<file path="config.mk">
export PLATFORM = sky130hd
export DESIGN_NAME = sevenseg_decoder_flat
export DESIGN_NICKNAME = d
export VERILOG_FILES = /design/src/rtl/sevenseg_decoder_if.sv /design/src/rtl/sevenseg_decoder.sv /design/src/flat_wrapper.sv
export SDC_FILE = /design/constraint.sdc
export NUM_CORES = 1
export LEC_CHECK = 0
export ABC_CLOCK_PERIOD_IN_PS = 2500
export CAP_MARGIN = 20
export CORE_MARGIN = 2
export CORE_UTILIZATION = 35
export DETAILED_ROUTE_END_ITERATION = 6
export GPL_TIMING_DRIVEN = 0
export PLACE_DENSITY = 0.63
export SLEW_MARGIN = 10
export SYNTH_ARGS = -nofsm -noshare
export SYNTH_HDL_FRONTEND = slang
export SYNTH_SLANG_ARGS = --single-unit
</file>
<file path="constraint.sdc">
create_clock -name clock -period 2.5 [get_ports clock]
set_input_delay 0.5 -clock clock [delete_from_list [all_inputs] [get_ports clock]]
set_output_delay 0.5 -clock clock [all_outputs]
set_load 0.05 [all_outputs]
</file>
<file path="src/rtl/sevenseg_decoder_if.sv">
// rtl/sevenseg_decoder_if.sv - display bus and per-slot readback signals of the seven-segment decoder
// Macro SEVENSEG_DP_EN adds the decimal point line dp_n and per-slot dp readback.
// Signals:
//   seg_n   [6:0]          segment lines, active low, bit0=a .. bit6=g
//   dig_n   [DIGITS-1:0]   digit selects, active low
//   dp_n                   decimal point line, active low (SEVENSEG_DP_EN only)
//   value   [4*DIGITS-1:0] decoded nibble per slot
//   blank/minus/bad        per-slot glyph class flags
//   dp      [DIGITS-1:0]   per-slot decimal point (SEVENSEG_DP_EN only)
//   upd/upd_idx            slot write pulse and its index
//   frame/collide          all-slots-seen pulse, multi-select pulse
// Modports: master drives the display bus, slave is the decoder.
interface sevenseg_decoder_if #(
    parameter int DIGITS = 4
);
    logic [6:0]          seg_n;
    logic [DIGITS-1:0]   dig_n;
    logic [4*DIGITS-1:0] value;
    logic [DIGITS-1:0]   blank;
    logic [DIGITS-1:0]   minus;
    logic [DIGITS-1:0]   bad;
    logic                upd;
    logic [2:0]          upd_idx;
    logic                frame;
    logic                collide;
`ifdef SEVENSEG_DP_EN
    logic                dp_n;
    logic [DIGITS-1:0]   dp;

    modport master (
        output seg_n, dig_n, dp_n,
        input  value, blank, minus, bad, dp, upd, upd_idx, frame, collide
    );
    modport slave (
        input  seg_n, dig_n, dp_n,
        output value, blank, minus, bad, dp, upd, upd_idx, frame, collide
    );
`else
    modport master (
        output seg_n, dig_n,
        input  value, blank, minus, bad, upd, upd_idx, frame, collide
    );
    modport slave (
        input  seg_n, dig_n,
        output value, blank, minus, bad, upd, upd_idx, frame, collide
    );
`endif
endinterface

</file>
<file path="src/rtl/sevenseg_decoder.sv">
// rtl/sevenseg_decoder.sv - reconstructs per-digit glyphs from a multiplexed active-low seven-segment bus
// Macro SEVENSEG_DP_EN adds decimal point capture (bus.dp_n in, bus.dp out).
// Ports:
//   clock    rising-edge system clock
//   reset_n  asynchronous active-low reset
//   bus      sevenseg_decoder_if.slave: seg_n/dig_n(/dp_n) in; value, blank, minus, bad(, dp),
//            upd, upd_idx, frame, collide out
// Parameters: DIGITS (1..8) digit positions, STABLE (>=1) hold cycles before capture.
module sevenseg_decoder #(
    parameter int DIGITS = 4,
    parameter int STABLE = 4
) (
    input  logic              clock,
    input  logic              reset_n,
    sevenseg_decoder_if.slave bus
);
    localparam int CW = $clog2(STABLE + 1);
    localparam logic [CW-1:0] CNT_MAX = CW'(STABLE);
`ifdef SEVENSEG_DP_EN
    localparam int SW = DIGITS + 8;
`else
    localparam int SW = DIGITS + 7;
`endif

    typedef enum logic {
        SETTLE = 1'b0,
        LOCKED = 1'b1
    } state_t;

    // Raw bus packed as {[dp_n,] dig_n, seg_n}; all ones is the idle display.
    logic [SW-1:0]       w_raw;
    logic [SW-1:0]       r_sync1;
    logic [SW-1:0]       r_sync2;
    logic [CW-1:0]       r_cnt;
    logic [CW-1:0]       w_cnt_next;
    state_t              r_state;
    state_t              w_state_next;
    logic                w_capture;

    logic [6:0]          w_pat;
    logic [DIGITS-1:0]   w_sel;
    logic                w_onehot;
    logic                w_multi;
    logic [2:0]          w_idx;
    logic [3:0]          w_nib;
    logic                w_is_blank;
    logic                w_is_minus;
    logic                w_is_bad;
    logic [DIGITS-1:0]   w_seen_set;

    logic [4*DIGITS-1:0] r_value;
    logic [DIGITS-1:0]   r_blank;
    logic [DIGITS-1:0]   r_minus;
    logic [DIGITS-1:0]   r_bad;
    logic [DIGITS-1:0]   r_seen;
    logic                r_upd;
    logic [2:0]          r_upd_idx;
    logic                r_frame;
    logic                r_collide;

`ifdef SEVENSEG_DP_EN
    logic [DIGITS-1:0]   r_dp;
    assign w_raw  = {bus.dp_n, bus.dig_n, bus.seg_n};
    assign bus.dp = r_dp;
`else
    assign w_raw  = {bus.dig_n, bus.seg_n};
`endif

    assign w_pat = ~r_sync2[6:0];
    assign w_sel = ~r_sync2[7 +: DIGITS];

    // Stability counter and lock FSM: the first-stage flop is the value the
    // sample is about to take, so a mismatch means the sample changes now.
    always_ff @(posedge clock or negedge reset_n) begin
        if (!reset_n) begin
            r_sync1 <= '1;
            r_sync2 <= '1;
            r_cnt   <= '0;
            r_state <= SETTLE;
        end else begin
            r_sync1 <= w_raw;
            r_sync2 <= r_sync1;
            r_cnt   <= w_cnt_next;
            r_state <= w_state_next;
        end
    end

    always_comb begin
        w_cnt_next   = r_cnt;
        w_state_next = r_state;
        w_capture    = 1'b0;
        if (r_sync1 != r_sync2) begin
            w_cnt_next = '0;
        end else if (r_cnt != CNT_MAX) begin
            w_cnt_next = r_cnt + CW'(1);
        end
        w_state_next = (w_cnt_next == CNT_MAX) ? LOCKED : SETTLE;
        // Capture only on entry to LOCKED so a held pattern is taken once.
        w_capture    = (r_state == SETTLE) && (w_state_next == LOCKED);
    end

    // Select classification: exactly one low is a scan slot, several is a collision.
    always_comb begin
        w_onehot = (w_sel != '0) && ((w_sel & (w_sel - DIGITS'(1))) == '0);
        w_multi  = (w_sel != '0) && !w_onehot;
        w_idx    = 3'd0;
        for (int k = 0; k < DIGITS; k++) begin
            if (w_sel[k]) w_idx = 3'(k);
        end
        w_seen_set = r_seen | w_sel;
    end

    // Glyph table; anything not listed is flagged bad with a zero nibble.
    always_comb begin
        w_nib      = 4'h0;
        w_is_blank = 1'b0;
        w_is_minus = 1'b0;
        w_is_bad   = 1'b0;
        case (w_pat)
            7'h3F: w_nib = 4'h0;
            7'h06: w_nib = 4'h1;
            7'h5B: w_nib = 4'h2;
            7'h4F: w_nib = 4'h3;
            7'h66: w_nib = 4'h4;
            7'h6D: w_nib = 4'h5;
            7'h7D: w_nib = 4'h6;
            7'h07: w_nib = 4'h7;
            7'h7F: w_nib = 4'h8;
            7'h6F: w_nib = 4'h9;
            7'h77: w_nib = 4'hA;
            7'h7C: w_nib = 4'hB;
            7'h39: w_nib = 4'hC;
            7'h5E: w_nib = 4'hD;
            7'h79: w_nib = 4'hE;
            7'h71: w_nib = 4'hF;
            7'h00: w_is_blank = 1'b1;
            7'h40: w_is_minus = 1'b1;
            default: w_is_bad = 1'b1;
        endcase
    end

    always_ff @(posedge clock or negedge reset_n) begin
        if (!reset_n) begin
            r_value   <= '0;
            r_blank   <= '1;
            r_minus   <= '0;
            r_bad     <= '0;
            r_seen    <= '0;
            r_upd     <= 1'b0;
            r_upd_idx <= 3'd0;
            r_frame   <= 1'b0;
            r_collide <= 1'b0;
`ifdef SEVENSEG_DP_EN
            r_dp      <= '0;
`endif
        end else begin
            r_upd     <= 1'b0;
            r_frame   <= 1'b0;
            r_collide <= 1'b0;
            if (w_capture && w_onehot) begin
                for (int k = 0; k < DIGITS; k++) begin
                    if (w_sel[k]) begin
                        r_value[4*k +: 4] <= w_nib;
                        r_blank[k]        <= w_is_blank;
                        r_minus[k]        <= w_is_minus;
                        r_bad[k]          <= w_is_bad;
`ifdef SEVENSEG_DP_EN
                        r_dp[k]           <= ~r_sync2[SW-1];
`endif
                    end
                end
                r_upd     <= 1'b1;
                r_upd_idx <= w_idx;
                if (&w_seen_set) begin
                    r_frame <= 1'b1;
                    r_seen  <= '0;
                end else begin
                    r_seen  <= w_seen_set;
                end
            end else if (w_capture && w_multi) begin
                r_collide <= 1'b1;
            end
        end
    end

    assign bus.value   = r_value;
    assign bus.blank   = r_blank;
    assign bus.minus   = r_minus;
    assign bus.bad     = r_bad;
    assign bus.upd     = r_upd;
    assign bus.upd_idx = r_upd_idx;
    assign bus.frame   = r_frame;
    assign bus.collide = r_collide;
endmodule
</file>
<file path="src/flat_wrapper.sv">
// flat-port wrapper written by rule: the top's interface ports become plain ports
module sevenseg_decoder_flat 
#(
    parameter int DIGITS = 4,
    parameter int STABLE = 4
)
  (clock, reset_n, bus_seg_n, bus_dig_n, bus_value, bus_blank, bus_minus, bus_bad, bus_upd, bus_upd_idx, bus_frame, bus_collide);
  sevenseg_decoder_if #(.DIGITS(DIGITS)) bus_i ();
  input  logic clock;
  input  logic reset_n;
  input wire logic [$bits(bus_i.seg_n)-1:0] bus_seg_n;
  input wire logic [$bits(bus_i.dig_n)-1:0] bus_dig_n;
  output wire logic [$bits(bus_i.value)-1:0] bus_value;
  output wire logic [$bits(bus_i.blank)-1:0] bus_blank;
  output wire logic [$bits(bus_i.minus)-1:0] bus_minus;
  output wire logic [$bits(bus_i.bad)-1:0] bus_bad;
  output wire logic [$bits(bus_i.upd)-1:0] bus_upd;
  output wire logic [$bits(bus_i.upd_idx)-1:0] bus_upd_idx;
  output wire logic [$bits(bus_i.frame)-1:0] bus_frame;
  output wire logic [$bits(bus_i.collide)-1:0] bus_collide;
  assign bus_i.seg_n = bus_seg_n;
  assign bus_i.dig_n = bus_dig_n;
  assign bus_value = bus_i.value;
  assign bus_blank = bus_i.blank;
  assign bus_minus = bus_i.minus;
  assign bus_bad = bus_i.bad;
  assign bus_upd = bus_i.upd;
  assign bus_upd_idx = bus_i.upd_idx;
  assign bus_frame = bus_i.frame;
  assign bus_collide = bus_i.collide;
  sevenseg_decoder #(.DIGITS(DIGITS), .STABLE(STABLE)) u_core (.clock(clock), .reset_n(reset_n), .bus(bus_i));
endmodule
</file>
==> run metrics, run 1 <==
Slew headroom=49.4%; # port buffers=45; via count=2075; minimum clock period=2600 ps; Routed Antenna Nets=0; Post-synth EDFFs=0; first-pass GRT wire length=10000 um; max incr delay on CP=550 ps; Inserted Diodes=0; total die area=8880 um2; die width=94.2 um; Final Hold Viols=0; RSZ-0062 raised after global routing=true; Int Power=1.61 mW; post-route DRC violation count=0; slowest CP cell=or4b_4; Comb pwr share=8.1%; worst min path class=in2async; crit path DAT=2810 ps; Root Buffer=clkbuf_8; Max Slew Vio Count=0; Slew @ Worst Pin=758 ps; Worst-Skew Late Latency=330 ps; setup TNS=-1250 ps; Initial DRC Count=170; GR Overflow Total=0; share of cells above drive strength 1=36.3%; die height=94.2 um; Avg Cell Area, Syn=11.8 um2; total power draw=2.10 mW; asr flop ratio synth=100%; kind of critical path=reg2reg; Core Area=7810 um2; antenna violations before repair=0; Critical Path Fanout Max=8; worst setup slack after layout=-97.4 ps; pin count of the biggest net entering global routing=64; WP data required=2710 ps; Std-Cell Rows=32; most frequent cells in the layout=clkdlybuf4s50_1 (44), dfrtp_1 (37), dfstp_2 (26); crit share post-route=104%; CP Launch Type=register; sw frac=23.2%; Final Util=50.7%; fmax=385 MHz; synth unique cells=50; clock-pin slew on the worst setup and hold paths=70 ps; Overall Global Routing Usage=14.9%; commonest non-fill, non-tap cell in the layout=clkdlybuf4s50_1; sequential element share of the synthesized area=56.5%; Clock Path Buffers=2; GP Congestion=0.831; Inserted Clock Buffers=9; DRT Pass-1 Iters=4; cell count after synthesis=241; vias in the first global route=2023; Reg power frac=51.0%; Net Count, Synth=256; CTS tree=built; synthesized flop and latch total=63; final hold slack=247 ps; Layout Cells excl Fill=419; MaxCap Viol Count=0; CTS H-tree lvls=3; pwr/cell area=529 nW/um2; Final setup viols=16; status=complete, but fails checks; DP Wirelength=4050 um; Setup Skew=8.45 ps; Clock power frac=40.9%; peak supply drop=0.289 mV; Psw=0.487 mW; Initial Util=36.5%; Reg2Reg Setup Slack=-100 ps; yosys warns=0; synth-to-layout area growth=39.0%; CP endpoint kind=register; nets=327; Top delay family on crit path=simple AND/OR/NAND/NOR gates; failing checks=negative setup slack; clock sinks=63; Mapped Area=2850 um2; leakage power=1.68 nW; wire per inst=14.4 um; Worst Path Buf+Inv=2; dpl cells=388; crit-path cells=buf_6 -> xor2_2 -> nor3b_2 -> or3b_4 -> or4b_4 -> nor3_4 -> buf_12 -> mux2_4; Post-synth top flop=dfrtp_1; IO Count=47; WL final=6030 um; DR vias/cell=4.95
-- final cells by class --
cell class	count	area, um2
sequential	63	1610
tap	102	128
buffer	10	63.8
clock buffer	12	145
fill	720	3850
clock inverter	4	45.0
timing repair buffer	64	627
multi-input combinational	155	1310
inverter	9	33.8
-- through the flow --
step | worst slack (ps) | cell area (um2)
final | -97.4 | 3960
after global routing | -180 | 3960
after CTS | -206 | 3910
after detailed placement | -470 | 3510
after global placement | -1010 | 3510
after floorplan | -145 | 2930
-- per-layer routing --
| layer | vias up | global-route usage (%) | routed length (um) |
|---|---|---|---|
| met2 | 63 | 22.9 | 2860 |
| met4 | 0 | 5.43 | 75 |
| li1 | 997 | - | - |
| met5 | - | 0 | 0 |
| met3 | 5 | 4.33 | 292 |
| met1 | 1010 | 20.0 | 2800 |
-- kinds of logic after synthesis --
logic type | count (synthesis) | share of synthesized area, %
and+or+nand+nor | 76 | 15.7
DFF | 63 | 56.5
AOI/OAI and AO/OA | 34 | 7.77
muxes | 29 | 11.5
buffers and inverters | 23 | 3.60
xor gates and xnor gates | 13 | 3.99
adders and majority gates | 2 | 0.878
other | 1 | 0.132
-- power groups by stage --
stage / sequential [mW] / combinational [mW] / clock [mW]
detailed placement: 1.08 / 0.152 / 0
finish: 1.07 / 0.170 / 0.858
CTS: 1.07 / 0.166 / 0.879
global placement: 1.08 / 0.151 / 0
global route: 1.07 / 0.190 / 0.933
floorplan: 1.08 / 0.0950 / 0
-- timing repair --
| action | CTS | global route |
|---|---|---|
| cloned | 0 | 0 |
| gates resized for setup | 19 | 11 |
| endpoints found under the setup margin | 28 | 31 |
| setup buffers | 15 | 4 |
| endpoints found under the hold margin | 0 | 0 |
| hold buffers | 0 | 0 |
| pin swaps | 11 | 8 |
-- registers in the layout, summed over array words and instances (netlist names) --
name and count:
u_core.bus.bad 4, u_core.bus.blank 4, u_core.bus.collide 1, u_core.bus.frame 1
u_core.bus.minus 4, u_core.bus.upd 1, u_core.bus.upd_idx 2, u_core.bus.value 16
u_core.r_cnt 3, u_core.r_seen 4, u_core.r_state 1, u_core.r_sync1 11
u_core.r_sync2 11
-- final timing paths --
kind	cells after the start	endpoint	startpoint
max	8	u_core.bus.value[8]	u_core.r_sync2[7]
min	1	u_core.bus.minus[2]	reset_n
max reg2reg	8	u_core.bus.value[8]	u_core.r_sync2[7]
min reg2reg	0	u_core.r_sync2[4]	u_core.r_sync1[4]
max in group asynchronous	1	u_core.r_cnt[1]	reset_n
min in group clock	0	u_core.r_sync2[4]	u_core.r_sync1[4]
-- synthesized netlist by cell type, types with 3 or more instances --
master,count,area (um2)
xor2_1,3,26.3
a21oi_1,9,45.0
o21a_1,3,22.5
clkbuf_1,6,22.5
nor2_1,18,67.6
inv_1,9,33.8
dfstp_2,26,683
nor3_1,10,50.1
mux2_2,28,315
dfrtp_1,37,926
buf_2,4,20.0
o21ai_0,8,40.0
xnor2_1,10,87.6
nand3_1,6,30.0
nand4_1,4,25.0
nand2_1,11,41.3
-- worst register-to-register path: cells and delay by family, from the launching register on --
family        cells  cell delay (ps)
mux               1              300
simple gates      4             1320
flops             1              520
xor+xnor          1               70
buf+inv           2              260
No activity file was read; power rests on OpenSTA's default activity.
==> inputs of run 2 (changes only) <==
Settings changed: ABC_AREA from default to 1, HOLD_SLACK_MARGIN from default to 0.05.
==> run 2 against run 1 <==
Against the previous run: the run now ends clean; core utilization is 5.7 points lower; sequential power about the same; worst setup slack better by 420 ps; design area fell by 8.0%; combinational power fell by 21%.
==> run metrics, run 2 <==
CP endpoint kind=primary output; commonest non-fill, non-tap cell in the layout=nand2_1; Final Hold Viols=0 (unchanged); Mapped Area=2880 um2 (+0.92%); slowest CP cell=clkdlybuf4s50_1; Worst Path Buf+Inv=1 (-1); placed inst area=3460 um2 (-1.5%); yosys warns=0 (unchanged); nets=403 (+23%); GR Overflow Total=0 (unchanged); synth-to-layout area growth=26.7%; Initial DRC Count=102 (-40%); clock sinks=63 (unchanged); cell count after synthesis=332 (+38%); share of cells above drive strength 1=17.0% (-19 points); Post-synth top flop=dfrtp_1; grt met2 use=23.5% (+0.55 points); setup bufs post-CTS=0 (-15); total power draw=2.07 mW (-1.3%); max incr delay on CP=800 ps (+250 ps); Synth Area in XOR/XNOR=1.83% (-2.2 points); status=finished, final reports clean; fmax=458 MHz (+19%); Post-synth EDFFs=0 (unchanged); Overall Global Routing Usage=15.1% (+0.20 points); sequential element share of the synthesized area=55.9% (-0.52 points); asr flop ratio synth=100% (unchanged); vias in the first global route=2219 (+9.7%); GP Congestion=0.914 (+10%); Setup Skew=7.94 ps (-0.513 ps); synth unique cells=29 (-42%); Top Usage Layer GRT=met2; minimum clock period=2180 ps (-416 ps); main combinational cell family by area after synthesis=simple AND/OR/NAND/NOR gates; crit share post-route=87.3% (-17 points); compound-gate portion of the synthesized area=2.96% (-4.8 points); Adder-Cell Fraction of Synth Area=0.870% (-0.0080 points); Avg Cell Area, Syn=8.66 um2 (-27%); IO Count=47 (unchanged); worst min path class=in2async; Routed Antenna Nets=0 (unchanged); MaxCap Viol Count=0 (unchanged); CTS tree=built; Inserted Clock Buffers=9 (unchanged); kind of critical path=reg2out; Slew @ Worst Pin=770 ps (+12.0 ps); Inserted Diodes=0 (unchanged); Clock Path Buffers=2 (unchanged); pin count of the biggest net entering global routing=64 (unchanged); WP data required=2000 ps (-710 ps); Slew headroom=48.6% (-0.80 points); setup TNS=0 ps (+1250 ps); Post-synth top cells=nand2_1 (110), dfrtp_1 (37), nor2_1 (33); mux cell area share after synthesis=0% (-11 points); post-synth top area share=32.2% (-0.30 points); synthesized flop and latch total=63 (unchanged); first-pass GRT wire length=10400 um (+3.7%); met3 Use GR=5.11% (+0.77 points); Initial Util=35.5% (-0.96 points); simple-gate share of the synthesized area=31.7% (+16 points); reg-to-reg startpoint=u_core.r_sync2[8]; die width=94.7 um (+0.44%); Std-Cell Rows=33 (+3.1%); clock-pin slew on the worst setup and hold paths=70 ps (about the same); DR vias/cell=4.71 (-4.8%); peak supply drop=0.255 mV (-12%); Final setup viols=0 (-16); synth top area cells=dfrtp_1 (32%), dfstp_2 (24%), nand2_1 (14%), nand4_1 (5.7%), nor2_1 (4.3%); max reg flops=16 (unchanged); via count=2348 (+13%); final-layout fill cell count=783 (+8.8%); leakage power=1.80 nW (+7.0%); most frequent cells in the layout=nand2_1 (110), clkdlybuf4s50_1 (44), dfrtp_1 (37); post-route DRC violation count=0 (unchanged); Top delay family on crit path=buffers and inverters; Worst-Skew Late Latency=340 ps (about the same); pwr/cell area=568 nW/um2 (+7.3%); RSZ-0062 raised after global routing=false; die height=94.7 um (+0.44%); DP Wirelength=4370 um (+7.9%); Hold Buf Count CTS=0 (unchanged); post-route design area=3640 um2 (-8.0%); crit path DAT=1680 ps (-1130 ps); final hold slack=233 ps (-14.2 ps); Root Buffer=clkbuf_8; GR met1 Demand/Resource=19.3% (-0.67 points); area leader, netlist=dfrtp_1; top-count cell post-synth=nand2_1; # port buffers=45 (unchanged); CP Launch Type=register; Net Count, Synth=347 (+36%); WL final=5980 um (-0.83%); crit-path cells=clkdlybuf4s50_1; Critical Path Fanout Max=2 (-6); Core Area=8090 um2 (+3.7%); DRT Pass-1 Iters=4 (unchanged); Final Util=45.0% (-5.7 points); CTS H-tree lvls=3 (unchanged); crit path launch=u_core.bus.blank[0]; Max Slew Vio Count=0 (unchanged); post-cts resize count=0 (-19); antenna violations before repair=0 (unchanged); total die area=8960 um2 (+0.88%); wire per inst=12.0 um (-17%)
==> run 2: cell types whose count changed in the layout (fill, tap and decap cells not counted), sizes merged, moves of 5 or more <==
cell	delta
a21oi	-5
buf	-14
clkbuf	-6
inv	+21
mux2	-29
nand2	+99
nand3	+17
nand4	+23
nor2	+17
nor3	-8
xnor2	-5
==> run 2: per-stage QoR <==
| stage | cells | worst slack (ps) |
|---|---|---|
| 2_1_floorplan | 332 | 757 |
| 3_5_place_dp | 482 | 499 |
| 6_report | 498 | 318 |
| 3_3_place_gp | 482 | -1100 |
| 5_1_grt | 498 | 266 |
| 4_1_cts | 498 | 291 |
==> run 2: metal layers <==
| metal | routed length [um] | share of wire, % |
|---|---|---|
| met1 | 2760 | 46 |
| met2 | 2750 | 46 |
| met3 | 339 | 5.7 |
| met4 | 131 | 2.2 |
| met5 | 0 | 0 |
==> run 2: layout make-up <==
type                            instances  area [um2]  share of cell area, %
Timing Repair Buffer                   45         448                   12.3
Multi-Input combinational cell        228        1080                   29.6
Clock inverter                          6        61.3                   1.68
Sequential cell                        63        1610                   44.1
Inverter                               30         113                   3.09
Buffer                                 11        76.3                   2.09
Tap cell                              105         131                   3.60
Clock buffer                           10         128                   3.50
==> run 2: cell families after synthesis <==
group           count (synthesis)
other cells                     1
xor+xnor                        6
simple gates                  204
buf+inv                        41
flops                          63
fa+ha+maj                       2
compound gates                 15
==> run 2: worst paths after layout <==
kind                                     end  slack [ps]  depth (start not counted)
setup / recovery                bus_blank[0]         320                          1
hold / removal             u_core.bus.bad[0]         230                          1
setup reg to reg           u_core.bus.bad[1]         500                         12
hold reg to reg            u_core.r_sync2[2]         370                          0
max in group asynchronous    u_core.r_cnt[1]        1750                          1
min in group clock         u_core.r_sync2[2]         370                          0
==> run 2: where the power goes <==
group / internal, mW / leakage, nW / switching [mW]
clock: 0.457 / 0.0960 / 0.406
combinational: 0.0459 / 0.914 / 0.0884
sequential: 1.05 / 0.790 / 0.0188
total: 1.56 / 1.80 / 0.514
